<file path="src/rtl/starfield_scroll_ctrl.sv">
// Frame-synchronous vertical scroll controller for the starfield background.
// All state moves only on the falling edge of vsync, so the offset never changes mid-frame.
module starfield_scroll_ctrl #(
  parameter int DIV_W          = 4,
  parameter int WARP_STEP      = 4,
  parameter int TWINKLE_FRAMES = 16
) (
  input  logic             Clk,
  input  logic             Reset_n,
  input  logic             vsync,
  input  logic             run_req,
  input  logic [DIV_W-1:0] speed,
  input  logic             warp_start,
  input  logic [7:0]       warp_frames,
  output logic [6:0]       offset,
  output logic             frame_tick,
  output logic             warping,
  output logic             twinkle
);

  localparam int              TWK_W    = (TWINKLE_FRAMES > 1) ? $clog2(TWINKLE_FRAMES) : 1;
  localparam logic [6:0]      WARP_INC = 7'(WARP_STEP);
  localparam logic [TWK_W-1:0] TWK_LAST = TWK_W'(TWINKLE_FRAMES - 1);

  typedef enum logic [1:0] {
    PAUSED = 2'd0,
    RUN    = 2'd1,
    WARP   = 2'd2
  } state_t;

  state_t           state, state_nxt;
  logic             vsync_q;
  logic             vs_fall;
  logic             warp_go;
  logic [6:0]       offset_nxt;
  logic [DIV_W-1:0] div_cnt, div_cnt_nxt;
  logic [7:0]       warp_cnt, warp_cnt_nxt;
  logic             warp_pend, warp_pend_nxt;
  logic [TWK_W-1:0] twk_cnt;

  assign vs_fall = vsync_q & ~vsync;
  assign warp_go = warp_pend | warp_start;

  // NOTE: every signal gets its hold value before the case, so no path leaves one unassigned and no latch is inferred.
  always_comb begin
    state_nxt     = state;
    offset_nxt    = offset;
    div_cnt_nxt   = div_cnt;
    warp_cnt_nxt  = warp_cnt;
    warp_pend_nxt = warp_pend;

    case (state)
      PAUSED: begin
        if (vs_fall && run_req) begin
          state_nxt   = RUN;
          div_cnt_nxt = '0;
        end
      end

      RUN: begin
        // A warp request is remembered until the next frame edge consumes it.
        if (warp_start) warp_pend_nxt = 1'b1;
        if (vs_fall) begin
          if (!run_req) begin
            state_nxt     = PAUSED;
            div_cnt_nxt   = '0;
            warp_pend_nxt = 1'b0;
          end else if (warp_go) begin
            state_nxt     = WARP;
            warp_cnt_nxt  = (warp_frames == 8'd0) ? 8'd0 : warp_frames - 8'd1;
            warp_pend_nxt = 1'b0;
          end else if (div_cnt >= speed) begin
            offset_nxt  = offset + 7'd1;
            div_cnt_nxt = '0;
          end else begin
            div_cnt_nxt = div_cnt + DIV_W'(1);
          end
        end
      end

      WARP: begin
        if (vs_fall) begin
          offset_nxt = offset + WARP_INC;
          if (warp_cnt == 8'd0) begin
            state_nxt   = RUN;
            div_cnt_nxt = '0;
          end else begin
            warp_cnt_nxt = warp_cnt - 8'd1;
          end
        end
      end

      default: state_nxt = PAUSED;
    endcase
  end

  // NOTE: sequential state uses non-blocking assignments so every register samples pre-edge values.
  always_ff @(posedge Clk or negedge Reset_n) begin
    if (!Reset_n) begin
      state      <= PAUSED;
      vsync_q    <= 1'b1;
      offset     <= '0;
      frame_tick <= 1'b0;
      warping    <= 1'b0;
      div_cnt    <= '0;
      warp_cnt   <= '0;
      warp_pend  <= 1'b0;
    end else begin
      state      <= state_nxt;
      vsync_q    <= vsync;
      offset     <= offset_nxt;
      frame_tick <= vs_fall;
      warping    <= (state_nxt == WARP);
      div_cnt    <= div_cnt_nxt;
      warp_cnt   <= warp_cnt_nxt;
      warp_pend  <= warp_pend_nxt;
    end
  end

  // Twinkle phase advances on every frame edge regardless of scroll state.
  always_ff @(posedge Clk or negedge Reset_n) begin
    if (!Reset_n) begin
      twk_cnt <= '0;
      twinkle <= 1'b0;
    end else if (vs_fall) begin
      if (twk_cnt == TWK_LAST) begin
        twk_cnt <= '0;
        twinkle <= ~twinkle;
      end else begin
        twk_cnt <= twk_cnt + TWK_W'(1);
      end
    end
  end

endmodule
</file>
<file path="config.mk">
export PLATFORM = sky130hd
export DESIGN_NAME = starfield_scroll_ctrl
export DESIGN_NICKNAME = d
export VERILOG_FILES = /design/src/rtl/starfield_scroll_ctrl.sv
export SDC_FILE = /design/constraint.sdc
export NUM_CORES = 1
export LEC_CHECK = 0
export CAP_MARGIN = 20
export CORE_MARGIN = 2
export CORE_UTILIZATION = 41
export DETAILED_ROUTE_END_ITERATION = 8
export GPL_ROUTABILITY_DRIVEN = 0
export PLACE_DENSITY = 0.59
export SYNTH_ARGS = -nofsm -noshare
export SYNTH_HDL_FRONTEND = slang
export SYNTH_SLANG_ARGS = --single-unit
</file>
<file path="constraint.sdc">
create_clock -name Clk -period 4 [get_ports Clk]
set_clock_uncertainty 0.15 [all_clocks]
set_input_delay 0.8 -clock Clk [delete_from_list [all_inputs] [get_ports Clk]]
set_output_delay 0.8 -clock Clk [all_outputs]
set_load 0.05 [all_outputs]
</file>
==> out/results.ini, run 1 <==
[cts]
post-cts-setup-buffers = 0
numCtsBuffers = 5
htreeDepth = 2
cts_tree = done
cts_resized = 0
clk_latency_ns = 0.28
clock-sinks = 30
holdBufCountCts = 0
cts.clk_slew.worst_paths_ns = 0.06
ctsRootBufferMaster = clkbuf_8
cts-root-to-sink-buffers = 2

[cells_and_area]
multiInputGateArea_sq_um = 1023
drive_gt1_frac = 0.09821
area.growth.synth_to_final_pct = 21.54
antenna_cells = 0
fillers = 398
utilization = 0.5155
nets = 252
regArea_sq_um = 752.0

[yosys]
synth_area_leaders = dfrtp_1 (39%), ha_1 (8.1%), nand2_1 (4.7%)
syn_area_sq_um = 1847
synth_cell_type_count = 50
ys.flop_type = dfrtp_1
yosysTopAreaCell = dfrtp_1
synth_most_common_cell = dfrtp_1
netlist.area_leader.share = 0.3930
ys_seq_area_frac = 0.4072
ys_top_cells_by_count = dfrtp_1 (29), nand2_1 (23), o21ai_0 (15)
synth-async-reset-ratio = 1.000
synth-edff-count = 0
ys_seq_elements = 30
avgSynthCellArea_sq_um = 9.519
synthesis.nets = 223
ys_warn_count = 0
postSynthCellCount = 194

[setup_path]
cp.required_ns = 4.05
crit_type = input pin to register
crit_start = speed[3]
start_kind = input pin
timing.rr.start = state[0]$_DFF_PN0_
rr_worst_depth = 5
end_kind = register
cp_max_fo = 5
arrival_ns = 2.70

[min_path]
hold_path.startpoint = twinkle$_DFFE_PN0P_
hold_class = register to register
worstHoldPathCells = 1

[drt]
drc = 0
dr.pass1.iters = 5
viasPerCell = 5.783
via_count = 1596
ant_nets = 0
wl_um = 3913
drtIter0Drc = 70
routedWlPerCell_um = 14.18

[global_routing]
grt_max_degree = 31
grt_use_total = 0.1651
grt_overflow_total = 0
antenna_found_initial = 0
grt_pass1_wl_um = 6644
grt_pass1_vias = 1506

[sta]
rsz0062_at_grt = no
tns_ns = 0
finalSetupViolCount = 0
fmax_mhz = 378.0
max_slew_margin = 0.4852
hold_viol = 0
final_max_slew_viol_count = 0
period_needed_ns = 2.645
fin_crit_sh = 0.6614
tightest_slew_ns = 0.7722

[die]
ioPinCount = 27
rows = 24
dieArea_sq_um = 5057
core_area_sq_um = 4354
dieWidth_um = 71.12
initial_core_util = 0.4241
die_h_um = 71.12

[pwr]
leakagePower_nw = 0.9282
power.density_nw_per_um2 = 556.8
max-vdd-ir-drop_v = 0.0002378

[job]
cap_violations = 0

[run_status]
outcome = completed

[place]
hpwlAfterDp_um = 2966
io_buffer_count = 26

registers in the layout, indices dropped and copies added, names as in the netlist:
register	cells
twk_cnt	4
div_cnt	4
vsync_q	1
warp_pend	1
twinkle	1
warp_cnt	8
state	2
frame_tick	1
warping	1
offset	7
cell usage in the layout (no fill, tap or decap), types with 3 or more instances in the layout:
cell type | Yosys | layout
o21ai_0 | 15 | 15
xnor2_1 | 7 | 7
o21a_1 | 3 | 3
a21oi_1 | 10 | 10
nor2_1 | 6 | 6
clkdlybuf4s50_1 | 0 | 26
a22o_1 | 4 | 4
nand2_1 | 23 | 23
nor3_1 | 7 | 7
dfrtp_1 | 29 | 29
nand4_1 | 3 | 3
nand3_1 | 9 | 9
nand3b_1 | 3 | 3
o32ai_1 | 3 | 3
clkbuf_8 | 0 | 6
ha_1 | 12 | 12
inv_1 | 11 | 11
per-stage QoR:
step                      cells  total power, mW  setup slack [ns]  hold slack, ns  cell area [sq um]
final                       276            1.250             1.355          0.3178               2245
after global routing        276            1.339             1.194          0.3342               2245
after CTS                   276            1.259             1.341          0.3255               2245
after detailed placement    268            1.003             1.069          0.3169               2150
after global placement      268           0.9854             1.127          0.3098               2150
after floorplan             194           0.8520             1.747          0.3228               1847
power by group:
part	switching (mW)	total, mW	internal, mW
logic	0.272	0.472	0.199
registers	0.124	0.527	0.403
clock network	0.113	0.251	0.138
cell type report:
| class | count | area share |
|---|---|---|
| multi-input combinational | 148 | 0.4560 |
| clock inverter | 2 | 0.005574 |
| tap | 52 | 0.02899 |
| timing repair buffer | 27 | 0.1193 |
| sequential | 30 | 0.3350 |
| clock buffer | 6 | 0.03679 |
| inverter | 11 | 0.01839 |
per-layer routing:
metal,global-route usage,vias up,wire length (um)
li1,-,777,-
met3,0.03846,6,200
met4,0.05870,0,55
met2,0.2825,40,1897
met1,0.2042,773,1760
met5,0,-,0
critical path, stage by stage:
cell	delay, ns
clkdlybuf4s50_1	0.45
inv_1	0.04
ha_1	0.29
o211ai_1	0.10
o21ai_2	0.25
nand4_1	0.22
a211oi_1	0.37
xor2_1	0.18
kinds of logic (layout without fill, tap and decap cells):
| logic type | Yosys count | after routing | share of synthesized area |
|---|---|---|---|
| XOR/XNOR | 9 | 9 | 0.04269 |
| AND/OR/NAND/NOR | 70 | 70 | 0.2093 |
| buffers and inverters | 16 | 46 | 0.03861 |
| adder cells (fa/ha/maj) | 12 | 12 | 0.08130 |
| multiplexers | 1 | 1 | 0.005420 |
| AO/OA/AOI/OAI | 56 | 56 | 0.2155 |
| flip-flops | 30 | 30 | 0.4072 |
path summary, 6_finish.rpt:
| path | end | slack (ns) |
|---|---|---|
| max in group asynchronous | vsync_q$_DFF_PN1_ | 2.63 |
| worst min register to register | twinkle$_DFFE_PN0P_ | 0.32 |
| min in group asynchronous | twk_cnt[0]$_DFFE_PN0N_ | 0.76 |
| worst min-delay path | twinkle$_DFFE_PN0P_ | 0.32 |
| worst max-delay path | offset[5]$_DFFE_PN0P_ | 1.35 |
| worst max register to register | warp_cnt[2]$_DFFE_PN0P_ | 1.83 |
Power figures use the tool's default switching activity.
==> run 2: changes to the inputs <==
==> constraint.sdc (replaced) <==
create_clock -name Clk -period 2.5 [get_ports Clk]
set_clock_uncertainty 0.15 [all_clocks]
set_input_delay 0.5 -clock Clk [delete_from_list [all_inputs] [get_ports Clk]]
set_output_delay 0.5 -clock Clk [all_outputs]
set_load 0.05 [all_outputs]
==> out/results.ini, run 2 (synthesis results as in run 1) <==
[die]
die_h_um = 71.12  ; unchanged
dieWidth_um = 71.12  ; unchanged
initial_core_util = 0.4241  ; unchanged
core_area_sq_um = 4354  ; unchanged
rows = 24  ; unchanged
dieArea_sq_um = 5057  ; unchanged
ioPinCount = 27  ; unchanged

[cts]
clk_latency_ns = 0.28  ; about the same
numCtsBuffers = 5  ; unchanged
cts_resized = 0  ; unchanged
cts.clk_slew.worst_paths_ns = 0.07  ; about the same
cts-root-to-sink-buffers = 2  ; unchanged
clock-sinks = 30  ; unchanged
post-cts-setup-buffers = 0  ; unchanged
ctsRootBufferMaster = clkbuf_8
holdBufCountCts = 0  ; unchanged
cts_tree = done
htreeDepth = 2  ; unchanged

[setup_path]
rr_worst_depth = 7  ; +2
path_delay_family = compound AO/OA/AOI/OAI gates
cp_slowest_cell = clkdlybuf4s50_1
path_buf_inv = 3  ; +1
r2r_end = div_cnt[2]$_DFFE_PN0P_
end_kind = register
cp_max_fo = 3  ; -2
rrSetupSlack_ns = 0.53  ; -1.30 ns
start_kind = input pin
arrival_ns = 2.24  ; -0.46 ns
crit_type = input pin to register
cp.required_ns = 2.52  ; -1.53 ns
timing.rr.start = div_cnt[0]$_DFFE_PN0P_
worstPathCellList = clkdlybuf4s50_1 -> inv_1 -> ha_1 -> o211ai_1 -> o21ai_2 -> buf_4 -> nand2_2 -> o21a_1 -> o32ai_1
max_stage_delay_ns = 0.46  ; about the same

[place]
hpwlAfterDp_um = 3031  ; +2.2%
io_buffer_count = 26  ; unchanged
place_ws_ns = -0.01914  ; -1.088 ns

[cells_and_area]
antenna_cells = 0  ; unchanged
area.growth.synth_to_final_pct = 24.39
regMostFlops = warp_cnt
reg_top3 = warp_cnt (8), offset (7)
layout_common_cells = dfrtp_1 (29), clkdlybuf4s50_1 (26), nand2_1 (23), o21ai_0 (15), ha_1 (12)
drive_gt1_frac = 0.1255  ; +0.02733
nets = 259  ; +2.8%
layout_commonest_cell = dfrtp_1
utilization = 0.5276  ; +0.01207
largest_reg_flops = 8  ; unchanged

[global_routing]
grt_max_degree = 31  ; unchanged
antenna_found_initial = 0  ; unchanged
grt_pass1_wl_um = 7362  ; +11%
grt_use_total = 0.1796  ; +0.01447
grt_overflow_total = 0  ; unchanged
grt_pass1_vias = 1638  ; +8.8%

[sta]
tightest_slew_ns = 0.5136  ; -0.2586 ns
finalSetupViolCount = 0  ; unchanged
max_slew_margin = 0.6565  ; +0.1713
fin_crit_sh = 0.8912
rsz0062_at_grt = no
hold_viol = 0  ; unchanged
fmax_mhz = 448.8
final_max_slew_viol_count = 0  ; unchanged
fin_ws_ns = 0.2720  ; -1.083 ns
period_needed_ns = 2.228

[min_path]
holdPathEnd = twinkle$_DFFE_PN0P_
worstHoldPathCells = 1  ; unchanged
hold_class = register to register
hold_path.startpoint = twinkle$_DFFE_PN0P_

[drt]
drc = 0  ; unchanged
ant_nets = 0  ; unchanged
viasPerCell = 5.643  ; -2.4%
dr.pass1.iters = 5  ; unchanged
drtIter0Drc = 62  ; -11%
via_count = 1597  ; +0.063%
wl_um = 4045  ; +3.4%
routedWlPerCell_um = 14.29  ; +0.82%

[pwr]
power.density_nw_per_um2 = 880.8  ; +58%
p_clk_frac = 0.198  ; -0.003
leakagePower_nw = 0.9634  ; +3.8%
p_switching_mw = 0.8202  ; +61%
p_sw_frac = 0.4054  ; -0.002616
p_int_mw = 1.203  ; +63%
max-vdd-ir-drop_v = 0.0003488  ; +47%
seqPwrFrac = 0.415  ; -0.007
combPwrFrac = 0.386  ; +0.009

[job]
cap_violations = 0  ; unchanged

[run_status]
outcome = completed

## run 2: layout make-up
class | instances | area [sq um]
Sequential cell | 30 | 752.0
Fill cell | 388 | 2057
Inverter | 11 | 41.29
Clock inverter | 2 | 12.51
Tap cell | 52 | 65.06
Clock buffer | 6 | 82.58
Multi-Input combinational cell | 148 | 1023
Timing Repair Buffer | 34 | 320.3
## run 2: metal layers
layer | global-route usage | vias to the layer above | part of all wire
li1 | - | 789 | -
met1 | 0.2214 | 761 | 0.47
met2 | 0.3126 | 40 | 0.48
met3 | 0.03704 | 7 | 0.039
met4 | 0.06080 | 0 | 0.016
met5 | 0 | - | 0
## run 2: worst reg2reg max path: stages, from the launching register on
cell      delay (ns)
dfrtp_1         0.41
inv_1           0.07
ha_1            0.28
nor3b_1         0.27
o21ai_2         0.12
nor2_1          0.13
nand3_1         0.13
o311ai_0        0.30
## run 2: through the flow
stage | total power [mW] | setup TNS [ns] | instance area [sq um] | hold WS (ns) | cells
3_3_place_gp | 1.609 | 0 | 2202 | 0.3110 | 275
6_report | 2.023 | 0 | 2297 | 0.3242 | 283
3_5_place_dp | 1.633 | -0.01914 | 2202 | 0.3145 | 275
5_1_grt | 2.184 | 0 | 2297 | 0.3560 | 283
2_1_floorplan | 1.363 | 0 | 1847 | 0.05441 | 194
4_1_cts | 2.041 | 0 | 2297 | 0.3235 | 283
## run 2: worst max-delay path by stage
stage | start | to | slack (ns) | cells after the start
CTS | speed[3] | offset[6]$_DFFE_PN0P_ | 0.28 | 9
detailed placement | speed[3] | offset[6]$_DFFE_PN0P_ | -0.02 | 9
floorplan | speed[0] | div_cnt[2]$_DFFE_PN0P_ | 0.55 | 6
global placement | speed[3] | offset[5]$_DFFE_PN0P_ | 0.05 | 8
global route | speed[3] | offset[6]$_DFFE_PN0P_ | 0.16 | 9
finish | speed[3] | offset[6]$_DFFE_PN0P_ | 0.27 | 9
## run 2: power groups by stage
stage	combinational, mW	clock [mW]	sequential [mW]
detailed placement	0.786	0	0.846
CTS	0.790	0.412	0.839
floorplan	0.425	0	0.938
global route	0.869	0.440	0.874
finish	0.782	0.401	0.841
global placement	0.772	0	0.837
